### config.mk
export PLATFORM = sky130hd
export DESIGN_NAME = key_cmd_queue
export DESIGN_NICKNAME = d
export VERILOG_FILES = /design/src/rtl/tetris_key_pkg.sv /design/src/rtl/cmd_fifo.sv /design/src/rtl/key_cmd_queue.sv
export SDC_FILE = /design/constraint.sdc
export NUM_CORES = 1
export LEC_CHECK = 0
export CAP_MARGIN = 20
export CORE_MARGIN = 8
export CORE_UTILIZATION = 47
export CTS_BUF_LIST = sky130_fd_sc_hd__clkbuf_16
export DETAILED_ROUTE_END_ITERATION = 6
export DONT_BUFFER_PORTS = 1
export PLACE_DENSITY = 0.72
export SETUP_SLACK_MARGIN = 0.3
export SYNTH_ARGS = -nofsm -noshare
export SYNTH_HDL_FRONTEND = slang
export SYNTH_SLANG_ARGS = --single-unit
### constraint.sdc
create_clock -name clk -period 3.4 [get_ports clk]
set_input_delay 0.17 -clock clk [delete_from_list [all_inputs] [get_ports clk]]
set_output_delay 0.17 -clock clk [all_outputs]
set_load 0.005 [all_outputs]
### src/rtl/tetris_key_pkg.sv
// Shared key/command definitions for the PS/2 decoder, key command queue and game engine.
package tetris_key_pkg;

    localparam int unsigned CMD_W   = 4;
    localparam int unsigned NUM_BTN = 9;

    localparam int unsigned BTN_ENTER = 0;
    localparam int unsigned BTN_RIGHT = 1;
    localparam int unsigned BTN_LEFT  = 2;
    localparam int unsigned BTN_DOWN  = 3;
    localparam int unsigned BTN_UP    = 4;
    localparam int unsigned BTN_SPACE = 5;
    localparam int unsigned BTN_ESC   = 6;
    localparam int unsigned BTN_M     = 7;
    localparam int unsigned BTN_P     = 8;

    typedef enum logic [CMD_W-1:0] {
        CMD_NONE      = 4'd0,
        CMD_ENTER     = 4'd1,
        CMD_RIGHT     = 4'd2,
        CMD_LEFT      = 4'd3,
        CMD_DOWN      = 4'd4,
        CMD_UP        = 4'd5,
        CMD_DROP      = 4'd6,
        CMD_ESC       = 4'd7,
        CMD_MUTE_TGL  = 4'd8,
        CMD_PAUSE_TGL = 4'd9
    } cmd_e;

    // Gameplay keys (moves, rotate, drop) that are dropped while paused.
    localparam logic [NUM_BTN-1:0] PAUSE_GATED = 9'b0_0011_1110;

    function automatic logic [CMD_W-1:0] lowest_set_idx(input logic [NUM_BTN-1:0] v);
        lowest_set_idx = '0;
        for (int i = NUM_BTN - 1; i >= 0; i--) begin
            if (v[i]) lowest_set_idx = CMD_W'(i);
        end
    endfunction

endpackage

### src/rtl/cmd_fifo.sv
// Generic synchronous first-word-fall-through FIFO with registered head, full, empty and count.
module cmd_fifo #(
    parameter int unsigned DEPTH = 8,
    parameter int unsigned WIDTH = 4
) (
    input  logic                     clk,
    input  logic                     rst_n,
    input  logic                     i_wr_en,
    input  logic [WIDTH-1:0]         i_wr_data,
    input  logic                     i_rd_en,
    output logic [WIDTH-1:0]         o_rd_data,
    output logic                     o_full,
    output logic                     o_empty,
    output logic [$clog2(DEPTH):0]   o_count
);

    localparam int unsigned PTR_W = $clog2(DEPTH);
    localparam int unsigned CNT_W = PTR_W + 1;

    logic [WIDTH-1:0] r_mem [DEPTH];
    logic [PTR_W-1:0] r_wr_ptr;
    logic [PTR_W-1:0] r_rd_ptr;
    logic [CNT_W-1:0] r_count;
    logic [WIDTH-1:0] r_head;
    logic             r_full;
    logic             r_empty;

    logic             w_push;
    logic             w_pop;
    logic [PTR_W-1:0] w_rd_ptr_inc;
    logic [CNT_W-1:0] w_count_nxt;
    logic [WIDTH-1:0] w_head_nxt;

    // Head register tracks the next entry so the output holds its last value when empty.
    always_comb begin
        w_pop        = i_rd_en & (r_count != '0);
        w_push       = i_wr_en & ((r_count != CNT_W'(DEPTH)) | w_pop);
        w_rd_ptr_inc = r_rd_ptr + PTR_W'(1);
        w_count_nxt  = r_count + CNT_W'(w_push) - CNT_W'(w_pop);
        w_head_nxt   = r_head;
        if (w_pop) begin
            if (r_count > CNT_W'(1)) begin
                w_head_nxt = r_mem[w_rd_ptr_inc];
            end else if (w_push) begin
                w_head_nxt = i_wr_data;
            end
        end else if ((r_count == '0) && w_push) begin
            w_head_nxt = i_wr_data;
        end
    end

    always_ff @(posedge clk) begin
        if (w_push) r_mem[r_wr_ptr] <= i_wr_data;
    end

    always_ff @(posedge clk or negedge rst_n) begin
        if (!rst_n) begin
            r_wr_ptr <= '0;
            r_rd_ptr <= '0;
            r_count  <= '0;
            r_head   <= '0;
            r_full   <= 1'b0;
            r_empty  <= 1'b1;
        end else begin
            if (w_push) r_wr_ptr <= r_wr_ptr + PTR_W'(1);
            if (w_pop)  r_rd_ptr <= w_rd_ptr_inc;
            r_count <= w_count_nxt;
            r_head  <= w_head_nxt;
            r_full  <= (w_count_nxt == CNT_W'(DEPTH));
            r_empty <= (w_count_nxt == '0);
        end
    end

    assign o_rd_data = r_head;
    assign o_full    = r_full;
    assign o_empty   = r_empty;
    assign o_count   = r_count;

endmodule

### src/rtl/key_cmd_queue.sv
// Turns PS/2 key events into queued game commands over valid/ready.
// Optional repeat suppression is enabled by defining KEY_CMD_HOLDOFF_EN.
module key_cmd_queue
    import tetris_key_pkg::*;
#(
    parameter int unsigned DEPTH          = 8,
    parameter int unsigned HOLDOFF_CYCLES = 2500000
) (
    input  logic                     clk,
    input  logic                     rst,
    input  logic [NUM_BTN-1:0]       buttons,
    output logic                     cmd_valid,
    input  logic                     cmd_ready,
    output logic [CMD_W-1:0]         cmd_code,
    output logic                     paused,
    output logic                     muted,
    output logic                     overflow,
    output logic [$clog2(DEPTH):0]   fill_level
);

    logic [NUM_BTN-1:0] r_pending;
    logic               r_paused;
    logic               r_muted;
    logic               r_overflow;

    logic [NUM_BTN-1:0] w_events;
    logic [NUM_BTN-1:0] w_clear;
    logic [NUM_BTN-1:0] w_sel_onehot;
    logic [CMD_W-1:0]   w_sel_idx;
    logic [CMD_W-1:0]   w_sel_code;
    logic               w_sel_valid;
    logic               w_fifo_full;
    logic               w_fifo_empty;
    logic               w_pop;
    logic               w_push;
    logic               w_suppress;

    // New events this cycle: gated pulses plus level changes on the toggle keys.
    always_comb begin
        w_events        = buttons & ~(r_paused ? PAUSE_GATED : '0);
        w_events[BTN_M] = buttons[BTN_M] ^ r_muted;
        w_events[BTN_P] = buttons[BTN_P] ^ r_paused;
    end

    assign w_sel_valid  = |r_pending;
    assign w_sel_idx    = lowest_set_idx(r_pending);
    assign w_sel_code   = w_sel_idx + CMD_W'(1);
    assign w_sel_onehot = NUM_BTN'(1) << w_sel_idx;
    assign w_pop        = ~w_fifo_empty & cmd_ready;
    assign w_push       = w_sel_valid & ~w_suppress & (~w_fifo_full | w_pop);
    assign w_clear      = (w_push | (w_sel_valid & w_suppress)) ? w_sel_onehot : '0;

`ifdef KEY_CMD_HOLDOFF_EN
    localparam int unsigned HOLD_W = $clog2(HOLDOFF_CYCLES + 1);

    logic [HOLD_W-1:0] r_hold_cnt;
    logic [CMD_W-1:0]  r_last_code;

    // Counter starts saturated so the first command after reset is never suppressed.
    always_ff @(posedge clk or negedge rst) begin
        if (!rst) begin
            r_hold_cnt  <= HOLD_W'(HOLDOFF_CYCLES);
            r_last_code <= '0;
        end else if (w_push) begin
            r_hold_cnt  <= '0;
            r_last_code <= w_sel_code;
        end else if (r_hold_cnt != HOLD_W'(HOLDOFF_CYCLES)) begin
            r_hold_cnt <= r_hold_cnt + HOLD_W'(1);
        end
    end

    assign w_suppress = w_sel_valid
                      & (w_sel_code == r_last_code)
                      & (r_hold_cnt < HOLD_W'(HOLDOFF_CYCLES))
                      & (w_sel_code != CMD_ENTER)
                      & (w_sel_code != CMD_MUTE_TGL)
                      & (w_sel_code != CMD_PAUSE_TGL);
`else
    assign w_suppress = 1'b0;
`endif

    // A new event on a bit still pending after this cycle's clear is a lost event.
    always_ff @(posedge clk or negedge rst) begin
        if (!rst) begin
            r_pending  <= '0;
            r_paused   <= 1'b0;
            r_muted    <= 1'b0;
            r_overflow <= 1'b0;
        end else begin
            r_pending  <= (r_pending & ~w_clear) | w_events;
            r_paused   <= buttons[BTN_P];
            r_muted    <= buttons[BTN_M];
            r_overflow <= r_overflow | (|(w_events & r_pending & ~w_clear));
        end
    end

    cmd_fifo #(
        .DEPTH (DEPTH),
        .WIDTH (CMD_W)
    ) u_fifo (
        .clk       (clk),
        .rst_n     (rst),
        .i_wr_en   (w_push),
        .i_wr_data (w_sel_code),
        .i_rd_en   (cmd_ready),
        .o_rd_data (cmd_code),
        .o_full    (w_fifo_full),
        .o_empty   (w_fifo_empty),
        .o_count   (fill_level)
    );

    assign cmd_valid = ~w_fifo_empty;
    assign paused    = r_paused;
    assign muted     = r_muted;
    assign overflow  = r_overflow;

endmodule

# Word-level counts from Yosys, hierarchy flattened
# Memory sizes are Yosys's and may differ from the RTL's.
# Index checks and enable logic that the tools add are counted.
# totals
wordCells	64
out_inout_bits	12
regBits	28
in_bits	12
mem_bits_rw	32
memories	1
# classes
bitwise	18
shifts	1
order_cmp	1
addsub	5
reduce_logical	8
n_eq_ne	3
n_mux	17
# memory_table
name	words	word_bits	rd	rd_clocked_by_memory_dff	write_ports	line_no	rtl
u_fifo.r_mem	8	4	1	0	1	cmd_fifo.sv:20	logic [WIDTH-1:0] r_mem [DEPTH];
# op_table
operator	count
$mux 4	13
$and 9x9->9	3
$reduce_or 9->1	2
$mux 9	1
$not 9->9	1
$or 9x9->9	1
$shl 1x4->9 const A	1
$logic_not 4->1	2
$and 7x7->7	1
$not 6->7	1
$add 3x1->3 const B	2
$mux 6	1
$add 4x1->4	1
$add 4x1->4 const B	1
$and 1x1->1	4
$eq 4x4->1 const B	1
$gt 4x1->1 const B	1
$ne 4x4->1 const B	1
$reduce_bool 4->1	1
$sub 4x1->4	1
$ne 3x2->1 const B	1
$or 1x1->1	3
$mux 1	2
$not 1->1	2
other kinds (4)	5

# Logic depth before layout (Yosys ltp)
# logic_depth
depth_word	15
depth_mapped	13
ltp_nobuf	13

# Cells and area by module
# Synthesis repeated with hierarchy kept, for this count alone.
# hier_totals
hier_cells	253
hier_area_um2	3059.2
# modules_own_cells
module	seq_area_each_um2	instances	cells_each	area_each_um2
cmd_fifo	1362.6	1	167	2282.2
key_cmd_queue	300.3	1	86	777.0

# Worst setup path before layout
# No wires, ideal clock.
# synth_timing
kind	flip-flop to flip-flop
startpoint	register u_fifo.r_count[2], in the netlist u_fifo.o_count[2]
endpoint	register u_fifo.r_full, in the netlist u_fifo.o_full
path_slack_ns	0.504
t_required_ns	3.327
arrival_ns	2.823
n_path_buf	0
stages_incl_launch_ff	14
synth_period_minus_slack_ns	2.896
setup_time_ns	0.073
cell_sequence	dfrtp_1 > inv_1 > ha_1 > or2b_2 > o21ai_0 > inv_1 > ha_1 > inv_1 > ha_1 > inv_1 > fa_1 > inv_1 > or3_1 > nor2b_1
# synth_between
elab_chain_len	7
word_cells_on_any_way	8
cone_classes	2 x add/sub; 2 x eq/ne; 3 x bitwise; 1 x reduce/logical
# synth_lines
item	line_no	rtl
from (decl)	cmd_fifo.sv:23	logic [CNT_W-1:0] r_count;
from (signal assigned)	cmd_fifo.sv:67	r_count <= w_count_nxt;
$reduce_bool 4->1 *	cmd_fifo.sv:36	w_pop = i_rd_en & (r_count != '0);
$and 1x1->1 *	cmd_fifo.sv:36	
named net u_fifo.w_pop	cmd_fifo.sv:29	logic w_pop;
$or 1x1->1	cmd_fifo.sv:37	w_push = i_wr_en & ((r_count != CNT_W'(DEPTH)) | w_pop);
$and 1x1->1	cmd_fifo.sv:37	
$add 4x1->4	cmd_fifo.sv:39	w_count_nxt = r_count + CNT_W'(w_push) - CNT_W'(w_pop);
$sub 4x1->4 *	cmd_fifo.sv:39	
named net u_fifo.w_count_nxt[1]	cmd_fifo.sv:31	logic [CNT_W-1:0] w_count_nxt;
$eq 4x4->1 *	cmd_fifo.sv:69	r_full <= (w_count_nxt == CNT_W'(DEPTH));
to (signal assigned)	cmd_fifo.sv:69	
to (decl)	cmd_fifo.sv:25	logic r_full;
# The timed path passes the listed nets; every way through them passes the cells marked *.
# A chain may end at the register's enable or synchronous reset.

# Worst setup path in the final report
# Same ends and word-level chain as after synthesis.

==> metrics.csv <==
stage,metric,value,unit
power,total_power,3177,uW
placement,io_buffers,0,
hold_path,min_path_cells,2,
worst_setup_path,crit_arrival,3.11,ns
worst_setup_path,r2r_slack,0.54,ns
cts,clk_pin_slew,0.05,ns
run_status,violations,negative hold slack,
synth,syn-cell-area,0.002835,mm2
hold_path,hold_path.class,in2reg,
detailed_routing,vias_per_cell,5.419,
hold_path,worstHoldStart,buttons[1],
floorplanning,die_h,93.67,um
power,power_frac_comb,31.9,%
power,p_int,2167,uW
sta,finalClockSkew,0.006556,ns
power,power.density,959.1,mW/mm2
detailed_routing,vias,1669,
worst_setup_path,crit_type,reg2reg,
final_layout,instances_no_fill,308,
global_routing,grt_max_degree,29,
global_routing,grt_use_met2,20.39,%
sta,hold_viol_final,1,
floorplanning,die_x,93.67,um
run,drv_cap,0,
worst_setup_path,startpoint,u_fifo.o_count[2],
cts,cts.path.max_buffers,2,
detailed_routing,firstDrtPassIters,4,
final_layout,final_nets,254,
worst_setup_path,path_common_cell,inv_1,
synth,netlist.area_leader.share,33.89,%
final_layout,drive_above_1_share,15.02,%
placement,dp.cells,284,
floorplanning,io-pin-count,24,
power,power_frac_seq,38.8,%
sta,finalSetupViolCount,0,
worst_setup_path,required,3.65,ns
sta,finalCritPeriodShare,84.02,%
power,ir_drop,547.2,uV
cts,clock-sinks,60,
floorplanning,core-area,0.005886,mm2
power,power_frac_clock,29.3,%
synth,synth-edff-count,32,
final_layout,final_cell_area,0.003312,mm2
cts,cts_buffers,9,
global_routing,top_usage_layer,met2,
synth,synth.most_common_cell,edfxtp_1,
sta,finalCriticalPeriod,2.857,ns
cts,htree_levels,3,
detailed_routing,drc,0,
sta,holdWs,-0.003125,ns
sta,maxSlewHeadroom,48.51,%
synth,synth.area.top_cells,"edfxtp_1 (34%), dfrtp_1 (24%), mux4_2 (6.4%)",
worst_setup_path,worstReg2RegStart,u_fifo.o_count[2],
worst_setup_path,r2r_cells,13,
global_routing,grt_pass1_wl,8528,um
placement,post_dp_cell_area,0.002912,mm2
global_routing,track_usage,12.96,%
global_routing,use_met3,3.357,%
global_routing,grt_overflow,0,
hold_path,hold-path-endpoint,r_pending[1],
synth,synth_nets,239,
final_layout,fill_cells,481,
sta,rsz0062_at_grt,false,
floorplanning,rows,28,
synth,synth_top_area_cell,edfxtp_1,
final_layout,diodes,0,
worst_setup_path,critPathMaxStageDelay,0.47,ns
synth,ys_seq_area_share,58.65,%
synth,synth_cells,213,
synth,yosys_register_bits,60,
placement,place_congestion,0.7718,
worst_setup_path,worst-path-max-fanout,4,
final_layout,area_delta_synth_final,16.81,%
cts,clk_latency,0.32,ns
worst_setup_path,cp_slowest_cell,fa_1,
cts,tritoncts,built,
synth,synth_cell_type_count,44,
sta,max_slew.worst_pin.slew,0.7707,ns
worst_setup_path,worst-path-buf-inv,5,
global_routing,antenna_found_initial,0,
worst_setup_path,cp-start-kind,register,
worst_setup_path,cp_cell_sequence,inv_2 > ha_1 > or2b_2 > o21ai_1 > inv_1 > ha_1 > inv_1 > ha_1 > inv_1 > fa_1 > inv_1 > or3_1 > nor2b_1,
sta,drv_slew,0,
worst_setup_path,worstReg2RegEnd,u_fifo.o_full,
detailed_routing,drt_iter0_markers,99,
synth,ys.flop_type,edfxtp_1,
sta,fin_setup_tns,0,ns
power,power_switching,1010,uW
power,sw_frac_of_total,31.79,%
run_status,outcome,"complete, but fails checks",
floorplanning,floorplan.initialDensity,48.17,%
placement,hpwl,3712,um
detailed_routing,wl_per_cell,16.98,um
worst_setup_path,path_delay_family,adder cells,
synth,synthTopCellsByCount,"edfxtp_1 (32), dfrtp_1 (27), inv_1 (21)",
floorplanning,die_area,0.008774,mm2
power,leakage,0.001345,uW
worst_setup_path,endpoint_kind,register,
global_routing,use_met1,15.50,%
global_routing,grt_pass1_vias,1727,
sta,fmax,350.1,MHz
synth,yosysWarnings,0,
detailed_routing,ant_nets,0,
synth,syn_avg_cell_area,13.31,um2
cts,ctsRootBufferMaster,clkbuf_16,
detailed_routing,wirelength,5229,um
synth,async_reset_ff_share,46.67,%
[sequential cells by signal, indices dropped and copies added, names as in the netlist]
register,cells
u_fifo.o_count,4
u_fifo.r_mem,32
overflow,1
u_fifo.o_empty,1
paused,1
u_fifo.o_full,1
r_pending,9
muted,1
u_fifo.o_rd_data,4
u_fifo.r_rd_ptr,3
u_fifo.r_wr_ptr,3
[placed cells by master, fill, tap and decap left out, types with 4 or more instances in the layout]
cell type       n
a211oi_1        4
a21oi_1         4
nand2_1        16
xnor2_1         5
xor2_1          4
o21ai_0        11
dfrtp_1        27
mux4_2          8
nor3b_1         4
clkbuf_16       9
edfxtp_1       32
dlygate4sd3_1   7
nand2b_1        5
nor2_1          8
nor2b_1         4
a21o_1          5
ha_1           13
inv_1          23
mux2_2          6
[metal layers]
| metal | vias to the layer above | wire (um) | part of all wire [%] |
|---|---|---|---|
| met3 | 9 | 219 | 4.2 |
| met4 | 0 | 106 | 2.0 |
| met5 | - | 0 | 0 |
| met2 | 27 | 2533 | 48 |
| li1 | 806 | - | - |
| met1 | 827 | 2369 | 45 |
[through the flow]
stage          setup WS (ns)  util, %
6_report              0.5434    56.27
5_1_grt               0.3414    56.27
4_1_cts               0.4259    56.27
3_5_place_dp          0.4485    49.47
3_3_place_gp          0.5268    49.47
2_1_floorplan         0.5037        -
[logic make-up after synthesis]
family / after synthesis / synth area share (%)
flops: 60 / 58.65
simple gates: 50 / 9.533
compound gates: 37 / 9.224
buf+inv: 27 / 3.927
mux: 16 / 9.444
fa+ha+maj: 14 / 6.443
xor+xnor: 9 / 2.780
[power by group through the flow]
stage | sequential [uW] | clock (uW) | combinational [uW]
final | 1230 | 929 | 1010
after global routing | 1270 | 972 | 1150
after CTS | 1240 | 941 | 1030
after detailed placement | 1250 | 0 | 1010
after global placement | 1240 | 0 | 971
after floorplan | 1160 | 0 | 845
[what timing repair did]
| item | in CTS | in global routing |
|---|---|---|
| buffers inserted | 0 | 0 |
| gates resized for setup | 0 | 2 |
| hold endpoints to repair | 34 | 0 |
| hold buffers | 8 | 0 |
| setup endpoints to repair | 0 | 2 |
[how the worst max path moves through the flow]
stage	to	cells after the start
detailed placement	u_fifo.o_full	13
floorplan	u_fifo.o_full	13
global route	u_fifo.o_full	13
global placement	u_fifo.o_full	13
finish	u_fifo.o_full	13
CTS	u_fifo.o_full	13
[layout make-up]
class	count	area (um2)	area share, %
repair buffers	10	105.1	3.173
well taps	75	93.84	2.833
clock inverters	7	85.08	2.569
inverters	21	78.83	2.380
multi-input cells	126	1061	32.04
clock buffers	9	225.2	6.800
flip-flops and latches	60	1663	50.21
Note: power is estimated with default switching activity, not from simulation.
